[config.mk]
export PLATFORM = sky130hd
export DESIGN_NAME = frame_buffer_writer
export DESIGN_NICKNAME = d
export VERILOG_FILES = /design/src/rtl/frame_buffer_writer.sv
export SDC_FILE = /design/constraint.sdc
export NUM_CORES = 1
export LEC_CHECK = 0
export ABC_AREA = 1
export CAP_MARGIN = 20
export CORE_MARGIN = 3
export CORE_UTILIZATION = 48
export DETAILED_ROUTE_END_ITERATION = 8
export PLACE_DENSITY = 0.77
export RECOVER_POWER = 25
export SKIP_CTS_REPAIR_TIMING = 1
export SKIP_LAST_GASP = 1
export SYNTH_ARGS = -nofsm -noshare
export SYNTH_HDL_FRONTEND = slang
export SYNTH_SLANG_ARGS = --single-unit
[constraint.sdc]
create_clock -name clk_100 -period 1.7 [get_ports clk_100]
set_input_delay 0.17 -clock clk_100 [delete_from_list [all_inputs] [get_ports clk_100]]
set_output_delay 0.17 -clock clk_100 [all_outputs]
set_load 0.02 [all_outputs]
[src/rtl/frame_buffer_writer.sv]
// rtl/frame_buffer_writer.sv - drains the camera FIFO in fixed bursts into a double-buffered SDRAM frame store
module frame_buffer_writer #(
    parameter int unsigned       BURST_LEN    = 512,
    parameter int unsigned       FRAME_PIXELS = 307200,
    parameter int unsigned       ADDR_W       = 24,
    parameter logic [ADDR_W-1:0] BANK0_BASE   = 24'h000000,
    parameter logic [ADDR_W-1:0] BANK1_BASE   = 24'h080000
) (
    input  logic              clk_100,
    input  logic              rst_n,
    input  logic [9:0]        fifo_count,
    input  logic [15:0]       fifo_dout,
    output logic              fifo_rd_en,
    output logic              cmd_valid,
    input  logic              cmd_ready,
    output logic [ADDR_W-1:0] cmd_addr,
    output logic [15:0]       wr_data,
    output logic              wr_valid,
    input  logic              wr_ready,
    output logic              frame_done,
    output logic              disp_bank
);
    localparam logic [9:0]  BURST_W = 10'(BURST_LEN);
    localparam logic [9:0]  LAST_W  = 10'(BURST_LEN - 1);
    localparam logic [18:0] STEP_W  = 19'(BURST_LEN);
    localparam logic [18:0] FRAME_W = 19'(FRAME_PIXELS);

    typedef enum logic [1:0] {S_IDLE, S_CMD, S_DATA, S_ADV} state_t;
    state_t state_q, state_d;

    logic [18:0]       offset_q;
    logic              wr_bank_q;
    logic              disp_bank_q;
    logic              frame_done_q;
    logic [ADDR_W-1:0] cmd_addr_q;
    logic [9:0]        issued_q;
    logic [9:0]        sent_q;

    logic [15:0]       buf_mem [2];
    logic              buf_rd_ptr;
    logic              buf_wr_ptr;
    logic [1:0]        buf_cnt;
    logic              in_flight_q;

    logic              xfer;
    logic              last_xfer;
    logic              frame_end;
    logic              store_arrival;
    logic              pop_stored;
    logic [18:0]       offset_next;
    logic [ADDR_W-1:0] base_addr;

    assign offset_next = offset_q + STEP_W;
    assign frame_end   = (offset_next == FRAME_W);
    assign base_addr   = wr_bank_q ? BANK1_BASE : BANK0_BASE;

    // The word arriving on fifo_dout counts as buffered in the cycle after its read,
    // so it is forwarded directly when nothing older is stored ahead of it.
    assign wr_valid      = (buf_cnt != 2'd0) || in_flight_q;
    assign wr_data       = (buf_cnt != 2'd0) ? buf_mem[buf_rd_ptr] :
                           (in_flight_q ? fifo_dout : 16'h0000);
    assign xfer          = wr_valid && wr_ready;
    assign pop_stored    = xfer && (buf_cnt != 2'd0);
    assign store_arrival = in_flight_q && !(xfer && (buf_cnt == 2'd0));
    assign last_xfer     = (state_q == S_DATA) && xfer && (sent_q == LAST_W);

    assign fifo_rd_en = (state_q == S_DATA) && (issued_q < BURST_W) &&
                        ((buf_cnt + {1'b0, in_flight_q}) < 2'd2);
    assign cmd_valid  = (state_q == S_CMD);
    assign cmd_addr   = cmd_addr_q;
    assign frame_done = frame_done_q;
    assign disp_bank  = disp_bank_q;

    always_comb begin
        state_d = state_q;
        case (state_q)
            S_IDLE:  if (fifo_count >= BURST_W) state_d = S_CMD;
            S_CMD:   if (cmd_ready) state_d = S_DATA;
            S_DATA:  if (last_xfer) state_d = S_ADV;
            S_ADV:   state_d = S_IDLE;
            default: state_d = S_IDLE;
        endcase
    end

    always_ff @(posedge clk_100 or negedge rst_n) begin
        if (!rst_n) begin
            state_q      <= S_IDLE;
            offset_q     <= '0;
            wr_bank_q    <= 1'b0;
            disp_bank_q  <= 1'b0;
            frame_done_q <= 1'b0;
            cmd_addr_q   <= '0;
        end else begin
            state_q      <= state_d;
            frame_done_q <= 1'b0;
            if (state_q == S_IDLE && state_d == S_CMD) begin
                cmd_addr_q <= base_addr + ADDR_W'(offset_q);
            end
            // Frame completion is flagged on entry to ADV so the pulse spans the ADV cycle.
            if (last_xfer && frame_end) begin
                frame_done_q <= 1'b1;
                disp_bank_q  <= wr_bank_q;
            end
            if (state_q == S_ADV) begin
                if (frame_end) begin
                    offset_q  <= '0;
                    wr_bank_q <= ~wr_bank_q;
                end else begin
                    offset_q  <= offset_next;
                end
            end
        end
    end

    always_ff @(posedge clk_100 or negedge rst_n) begin
        if (!rst_n) begin
            issued_q <= '0;
            sent_q   <= '0;
        end else if (state_q == S_CMD && cmd_ready) begin
            issued_q <= '0;
            sent_q   <= '0;
        end else begin
            if (fifo_rd_en) issued_q <= issued_q + 10'd1;
            if (state_q == S_DATA && xfer) sent_q <= sent_q + 10'd1;
        end
    end

    always_ff @(posedge clk_100 or negedge rst_n) begin
        if (!rst_n) begin
            buf_mem[0]  <= 16'h0000;
            buf_mem[1]  <= 16'h0000;
            buf_rd_ptr  <= 1'b0;
            buf_wr_ptr  <= 1'b0;
            buf_cnt     <= 2'd0;
            in_flight_q <= 1'b0;
        end else begin
            in_flight_q <= fifo_rd_en;
            if (store_arrival) begin
                buf_mem[buf_wr_ptr] <= fifo_dout;
                buf_wr_ptr          <= ~buf_wr_ptr;
            end
            if (pop_stored) buf_rd_ptr <= ~buf_rd_ptr;
            buf_cnt <= buf_cnt + {1'b0, store_arrival} - {1'b0, pop_stored};
        end
    end
endmodule
### After elaboration in Yosys (flattened, before gate mapping)

Index checks and enable logic that the tools add are counted.

* input bits: 30
* output and inout port bits: 45
* word-level logic and storage cells: 77
* register bits: 105

* eq/ne operators: 6
* $add $sub $neg: 7
* order comparisons: 6
* reductions and logical operators: 20
* bitwise logic cells: 5
* muxes and demuxes: 19

Operator list (number)
* 16-bit two-way mux: 6
* 10-bit two-way mux: 4
* 32-bit bitwise mux: 1
* 20-bit by 19-bit adder with 21-bit output: 1
* 10-bit by 1-bit adder with 10-bit output, second input constant: 2
* 20-bit two-way mux: 1
* 19-bit by 10-bit adder with 19-bit output, second input constant: 1
* 19-bit equality test, second input constant: 1
* 19-bit two-way mux: 1
* 16-bit demux with 1-bit select: 1
* 1-bit logical AND: 12
* 10-bit by 9-bit equality test with 1-bit output, second input constant: 1
* 10-bit greater-or-equal comparator, second input constant: 1
* 10-bit < comparator, second input constant: 1
* 2-bit one-hot mux with 4 select lines: 1
* 2-bit two-way mux: 3
* 2-bit nonzero test: 3
* 2-bit by 1-bit adder with 2-bit output: 2
* 2-bit by 1-bit equality test with 1-bit output, second input constant: 2
* 2-bit equality test, second input constant: 2
* 2-bit greater-or-equal comparator, second input constant: 2
* 2-bit zero test: 2
* 1-bit inverter with 2-bit output: 2
* 1-bit inverter: 3
* 7 further kinds: 7

### Logic depth before layout (Yosys ltp)

Gate-level depths: netlist of run 1.

* depth in word-level cells: 9
* depth in mapped cells: 12
* gate-level depth less buffers: 12

### Worst setup path after synthesis of run 1

No wires, ideal clock.

* path type: reg-to-reg
* start point: register buf_cnt[0]
* end point: register buf_cnt[1]
* data required time: 1571 ps
* path buffers: 0
* data arrival time: 1630 ps
* setup time: 129 ps
* cell stages (with the launch flop): 10
* path slack: -58 ps
* cell sequence: dfrtp_1 -> nor2_4 -> nand2_2 -> nand2_2 -> nor2_1 -> ha_1 -> inv_1 -> ha_1 -> xnor2_1 -> xor2_1

* elaborated cells between the ends (all ways): 10
* classes of those cells: add/sub (2); reduce/logical (8)

RTL lines
* start: declaration: line 42 `logic [1:0] buf_cnt;`
* start signal: assignment: line 143 `buf_cnt <= buf_cnt + {1'b0, store_arrival} - {1'b0, pop_stored};`
* 2-bit nonzero test: line 59 `assign wr_valid = (buf_cnt != 2'd0) || in_flight_q;`
* 1-bit logical OR: line 59
* named net wr_valid: line 18 `output logic wr_valid,`
* 1-bit logical AND: line 62 `assign xfer = wr_valid && wr_ready;`
* 1-bit logical AND: line 63 `assign pop_stored = xfer && (buf_cnt != 2'd0);`
* named net pop_stored: line 49 `logic pop_stored;`
* 2-bit by 1-bit subtractor with 2-bit output: line 143

The timed path passes the listed nets, and every way through them passes these cells.
A chain may end at the register's enable or synchronous reset.

### Worst setup path in the final report of run 1

* start point: register buf_rd_ptr
* end point: output port wr_data[11]

* longest elaborated chain between the ends: 5

RTL lines
* start: declaration: line 40 `logic buf_rd_ptr;`
* start signal: assignment: line 142 `if (pop_stored) buf_rd_ptr <= ~buf_rd_ptr;`
* 1-bit inverter with 2-bit output (implied by the code): line 60 `assign wr_data = (buf_cnt != 2'd0) ? buf_mem[buf_rd_ptr] :`
* 16-bit two-way mux (implied by the code) (3 in series): line 60
* 16-bit two-way mux: line 60
* end: declaration: line 17 `output logic [15:0] wr_data,`

No other way between the ends. The select of a mux whose other input is x is not followed.

==> results of run 1 <==
-- routing by layer --
metal / global-route usage / share of wire / vias to the layer above
li1: - / - / 1835
met1: 0.264 / 0.43 / 1822
met2: 0.349 / 0.50 / 89
met3: 0.0351 / 0.046 / 20
met4: 0.0828 / 0.019 / 0
met5: 0 / 0 / -
-- final cells by class --
type,count,area (um2),area share
clock buffer,12,155,0.0276
tap,108,135,0.0240
inverter,50,190,0.0338
timing repair buffer,103,908,0.161
sequential,83,2080,0.369
multi-input combinational,367,2090,0.371
clock inverter,4,72.6,0.0129
-- flip-flops by register name, summed over array words and instances (netlist names) --
register and cells:
buf_cnt 2, buf_mem 32, buf_rd_ptr 1, buf_wr_ptr 1, cmd_addr 11, disp_bank 1
frame_done 1, in_flight_q 1, issued_q 10, offset_q 10, sent_q 10, state_q 2
wr_bank_q 1
-- final timing paths --
| kind | endpoint | slack [ps] | cells after the start |
|---|---|---|---|
| hold reg to reg | buf_mem[20] | 480 | 2 |
| hold / removal | buf_mem[23] | 450 | 3 |
| min in group asynchronous | buf_mem[8] | 680 | 3 |
| max in group asynchronous | in_flight_q | 240 | 3 |
| setup / recovery | wr_data[11] | -80 | 5 |
| setup reg to reg | buf_cnt[1] | -60 | 10 |
-- synth_stat cells, drive strengths merged --
| master | count | share of area |
|---|---|---|
| a21oi | 10 | 0.011 |
| nor2 | 68 | 0.077 |
| xor2 | 5 | 0.010 |
| conb | 1 | 0.00086 |
| nand4 | 10 | 0.014 |
| buf | 20 | 0.032 |
| nand3 | 39 | 0.049 |
| xnor2 | 1 | 0.0020 |
| inv | 49 | 0.042 |
| nor3 | 5 | 0.0095 |
| clkbuf | 8 | 0.0069 |
| and3 | 1 | 0.0014 |
| clkinv | 1 | 0.00086 |
| mux2 | 17 | 0.053 |
| a31oi | 1 | 0.0014 |
| nand2 | 147 | 0.14 |
| o21ai | 28 | 0.032 |
| o31ai | 16 | 0.028 |
| a211oi | 1 | 0.0017 |
| dfrtp | 83 | 0.48 |
| ha | 5 | 0.014 |
-- tightest hold or removal path, stage by stage --
cell and delay (ps):
clkdlybuf4s50_1 460, nand2_1 90, nand2_1 50
-- cells by family after synthesis --
logic type                 Yosys count
AOI/OAI and AO/OA                   56
xor gates and xnor gates             6
adders and majority gates            5
buffers and inverters               78
DFF                                 83
muxes                               17
other                                1
and+or+nand+nor                    270
-- stage by stage --
step / instance area (um2) / power [mW] / TNS [ps]
after detailed placement: 5290 / 7.22 / -480
after floorplan: 4410 / 5.42 / -1.17
after CTS: 5520 / 8.84 / -7780
after global placement: 5290 / 7.04 / -136
final: 5630 / 8.91 / -215
after global routing: 5630 / 9.50 / -1840
-- power breakdown --
part | internal (mW) | switching (mW)
registers | 2.57 | 0.448
logic | 1.89 | 2.42
clock network | 0.906 | 0.687
total | 5.36 | 3.55
==> results list, run 1 <==
* CP Capture Type: primary output
- Initial core utilization: 0.497
* Share of layout cells above drive strength 1: 0.244
- DRC violations left: 0
* Relative slew slack: 0.265
- The initial antenna violation count came to 0.
- The number of slew-limit violations in the final report was 0.
- Area fraction in and, or, nand and nor cells after synthesis: 0.287
- In the post-route analysis, the smallest setup slack over all paths is -84.9 ps.
* Adder-cell area share of the yosys netlist: 0.0144
- Cell count after synthesis: 516
- Global-route wire length before repair: 17,000 um
- Setup repair after global routing could not meet its margin everywhere.
* Critical path cell sequence: inv_2 -> buf_12 -> nor2_1 -> o31ai_1 -> dlymetal6s2s_1
* Chip Height: 101 um
- Top Ports: 75
- For this run, the total global-route usage over all layers was measured as 0.206.
* Post-route clock skew: 8.00 ps
- Clock tree from TritonCTS: done
- In this run, synthesis produced a sequential element count of 83.
* Critical path arrival: 1610 ps
- Area of the core: 0.00876 mm2
- Endpoints failing hold: 0
- The worst setup path is launched from a register.
- The first detailed-routing pass took 4 iterations.
- At the pin with the least slew margin, the transition time is 1100 ps.
- Library cells used by synthesis: 35
* Most frequent standard cell in the layout excluding fill and tap cells: nand2_1
- The die covers 0.0102 mm2.
- The tool flagged a number of max-cap violations equal to 0.
* Critical path's largest stage delay: 420 ps
* Via/cell ratio: 5.18
- Vias in the first global route: 3,759
* Final design utilization: 0.642
* Count of buffering cells on the critical path with inverters included: 3
- Synthesized area per cell: 8.44 um2
- The top cell types in the final layout, fill and taps aside, are nand2_1, dfrtp_1, nor2_1, buf_4, inv_1.
- CTS placed an instance of clkbuf_8 at the clock tree root.
- The congestion estimate from routability-driven global placement came to 0.888.
* Area overhead of the layout relative to synthesis: 29.3%
* Result of the run: finished with violations
* CP startpoint: buf_rd_ptr
- Buffers placed on the I/O ports in this run total 52.
- Remaining antenna violation count after routing: 0
* Hold Crit Start: fifo_dout[7]
- The repair_antennas step left the layout with diodes totalling 0.
* Final std cells w/o fill: 727
- Data required time at the worst endpoint: 1530 ps
* Net total in the final layout: 649
- Peak supply drop: 616 uV
* Count of routing violations after the opening detailed-route iteration: 143
* Minimum period implied by the final worst setup slack: 1780 ps
- Power spread over the standard cell area amounts to 1580 mW/mm2.
- Final worst hold slack: 446 ps
* Type of the worst setup path: register to primary output
* Clock network latency to the later pin of the worst-skew pair: 360 ps
- Clock sinks: 83
* Largest net degree at the start of global routing: 84
- For this run, the number of Yosys warnings is 0.
* Highest net fanout along the worst path: 8
- Family with the most delay on the worst path: buffers and inverters
* Global route total overflow: 0
- The worst hold path belongs to the class input port to register.
* Total CTS buffers: 9
* Post-Place Setup Slack: -104 ps
* Fraction of synthesized area in multiplexers: 0.0526
* Fmax: 560 MHz
* Placement row count: 34
- The final reports fail on negative setup slack.
- Of the total synthesized cell area, the portion taken by XOR and XNOR cells is 0.0121.
- Wires add up to 10,400 um.
- Worst R2R Start: buf_cnt[1]
* Buffer depth of the longest clock path: 2
* Summed instance area of the synthesized netlist: 0.00435 mm2
* Total half-perimeter wirelength after legalization and detailed placement: 7230 um
- By area, the combinational part of the netlist is dominated by simple AND/OR/NAND/NOR gates.
* Sequential fraction of the synthesis area: 0.477
* Number of fill cells: 749
* Number of levels the H-tree was split into: 3
- Vias after detailed routing: 3,766
* Final count of negative-setup-slack endpoints: 5
- Dividing the final minimum period by the clock period gives 1.05.
- The analysis attributes to cell leakage a power of 2.81 nW.
- Slowest cell on the critical path: dfrtp_1
- Fraction of the mapped netlist area in compound gates: 0.0744
- From left edge to right edge, the die measures 101 um.
- Clock-pin slew on the worst setup and hold paths: 80 ps
- Placed cell count: 706
- In the final routed layout, each cell accounts on average for 14.3 um.
(Power assumes the default switching activity.)
==> inputs of run 2 (changes only) <==
- CORE_ASPECT_RATIO: not set -> 0.8
==> run 2 against run 1 <==
- the run still ends with negative setup slack left
- setup slack lost 28 ps
- die area barely moved
- via count increased by 2.1%
- power grew 7.8%
- final cell count is 2.1% higher
- hold slack better by 25 ps
- critical path depth rose by 5
- core utilization is 3.2 points higher
- clock power up 43%
- final area rose by 3.4%
- critical endpoint is now buf_cnt[1]
==> results list, run 2 (same netlist as run 1, synthesis figures left out) <==
* Highest net fanout along the worst path: 3
- Instance count along the most critical hold path: 2
- For this block, the via count after detailed routing is 3,845.
* Critical path cell sequence: nor2_4 -> buf_6 -> nand2_4 -> nand2_4 -> nor2_1 -> ha_1 -> inv_1 -> ha_1 -> xnor2_1 -> xor2_1
- After legalization and detailed placement, the total HPWL measured 7230 um.
- The number of slew-limit violations in the final report is 0.
* Max_cap viols: 0
- On the critical path the largest part of the delay comes from adder cells.
- Clock sinks: 83
* Setup crit start kind: register
- For the pin with the worst max-slew slack, the measured transition is 1050 ps.
- All-Layer GR Usage: 0.212
* Total Die Area: 0.0103 mm2
- Setup violations remaining at the end of the flow were counted as 10.
- The largest individual stage delay along the critical path comes from the cell dfrtp_1.
- Static leakage: 2.90 nW
- During I/O placement, the number of pins put on the boundary was 75.
* Count of TritonRoute iterations in the first routing pass: 5
- Final std cells w/o fill: 742
- Of the total power, registers draw 0.314.
* Slack of the worst reg-to-reg path: -110 ps
* Pwr per Cell Area: 1650 mW/mm2
- After clock tree synthesis, the clock-pin slew on the worst setup and hold paths is 60 ps.
* Number of antenna violations at the first check in global routing: 0
- Fraction of the cycle the final worst path needs: 1.07
- Portion of total power attributed to combinational logic: 0.450
- The largest single stage delay on the critical path is 410 ps.
* Total CTS buffers: 9
- For this run, design rule violations remaining after detail routing come to 0.
- Summed over all layers, the global routing overflow is 0.
- Power share of the clock group: 0.236
* Initial core utilization: 0.504
- Global-route wire length before repair: 17,600 um
- Endpoints failing hold: 0
* FF-to-FF End: buf_cnt[1]
- The analysis attributes to net switching a power of 3.66 mW.
- In the layout the commonest cells are nand2_1, dfrtp_1, nor2_1, buf_4, inv_1.
- Vias in the first global route: 3,691
- Timing would allow up to 552 MHz.
- Largest net degree at the start of global routing: 44
* Switching power as a share of total power: 0.381
- From synthesis to final layout, the design area changed by 33.7%.
* Post-route clock skew: 3.17 ps
* Weighted congestion reported at the end of routability-driven placement: 0.911
- Horizontal extent of the die: 112 um
- The worst register-to-register path has a depth of 10.
- The core region is 0.00863 mm2.
- Share of layout cells above drive strength 1: 0.256
- VDD sags by at most 870 uV.
* Most frequent standard cell in the layout excluding fill and tap cells: nand2_1
* Mean routed wirelength per cell: 14.4 um
- Antenna fix cells: 0
* Chip Height: 91.2 um
* Final critical-path setup slack: -113 ps
- RSZ-0062 raised after global routing: true
- Register with the most flip-flops: buf_mem
- After floorplanning, the core was divided into 30 placement rows.
* Clock network latency to the later pin of the worst-skew pair: 340 ps
* Internal Dissipation: 5.94 mW
* Minimum period implied by the final worst setup slack: 1810 ps
- Type of the worst setup path: register to register
- Count of buffering cells on the critical path with inverters included: 2
- Dividing the detail-routed via count by the number of cells gives 5.18.
* Buffer depth of the longest clock path: 2
- The H-tree was split into 3 levels.
* Placed cell count: 715
- In this run the clock root is driven by a clkbuf_16.
- The register with the most flip-flops in the layout has 32 of them.
* Total wire length after detailed routing: 10,700 um
- Worst R2R Start: buf_cnt[0]
- TritonCTS built the clock tree.
- Final instance area: 0.00582 mm2
- The checks that failed: negative setup slack.
* Hold Crit Start: buf_mem[16]
- Relative slew slack: 0.299
- The flow ran to the end, but the final reports show violations.
- Critical path arrival: 2070 ps
* Count of routing violations after the opening detailed-route iteration: 320
- Remaining antenna violation count after routing: 0
* Post-placement cell area: 0.00533 mm2
* Net total in the final layout: 660
- The path with the worst hold slack has its endpoint at buf_mem[16].
* Data required time at the worst endpoint: 1960 ps
* Final design utilization: 0.674
* CP Capture Type: register
* Total Power Consumption: 9.61 mW
- The tightest min-delay check is of the register to register type.
- IO buf count: 52
run 2: changes by cell type in the layout (fill, tap and decap cells not counted), moves of 3 or more:
cell and change:
buf_2 -6, buf_4 +11, buf_6 +3, clkbuf_16 +8
clkbuf_2 +5, clkbuf_8 -10, o31ai_1 -3, o31ai_2 +3
run 2: worst max path at each step:
stage / start / endpoint / slack, ps / cells past startpoint
3_3_place_gp: buf_rd_ptr / wr_data[12] / -90 / 4
4_1_cts: buf_cnt[1] / wr_data[8] / -490 / 5
2_1_floorplan: buf_cnt[1] / buf_cnt[1] / -1 / 9
3_5_place_dp: buf_cnt[1] / buf_cnt[1] / -140 / 10
6_report: buf_cnt[0] / buf_cnt[1] / -110 / 10
5_1_grt: buf_cnt[1] / buf_cnt[1] / -190 / 10
run 2: tightest hold or removal path, delay by kind of cell, from the launching register on:
| kind | cells | cell delay (ps) |
|---|---|---|
| and+or+nand+nor | 2 | 100 |
| DFF | 1 | 340 |
run 2: routing by layer:
layer | track usage | wire length (um) | vias up
met1 | 0.287 | 4780 | 1837
met3 | 0.0520 | 570 | 18
met5 | 0 | 0 | -
li1 | - | - | 1861
met4 | 0.0591 | 157 | 0
met2 | 0.339 | 5190 | 129
run 2: power by group through the flow:
stage | clock [mW] | combinational (mW) | sequential, mW
after floorplan | 0 | 2.46 | 2.97
after global placement | 0 | 4.12 | 2.97
after detailed placement | 0 | 4.24 | 3.00
after CTS | 2.30 | 4.28 | 2.98
after global routing | 2.38 | 4.73 | 3.09
final | 2.27 | 4.32 | 3.01
run 2: final cells by class:
class | instances | area [um2]
Fill cell | 681 | 2820
Sequential cell | 83 | 2080
Multi-Input combinational cell | 367 | 2060
Timing Repair Buffer | 114 | 1000
Clock buffer | 10 | 239
Inverter | 50 | 190
Tap cell | 112 | 140
Clock inverter | 6 | 113
run 2: through the flow:
stage               hold slack [ps]  worst slack (ps)  setup TNS [ps]
CTS                            -168              -491           -8110
finish                          471              -113            -432
floorplan                      -126             -1.17           -1.17
global route                    483              -192           -2020
global placement                202             -90.3            -600
detailed placement              196              -145           -1300
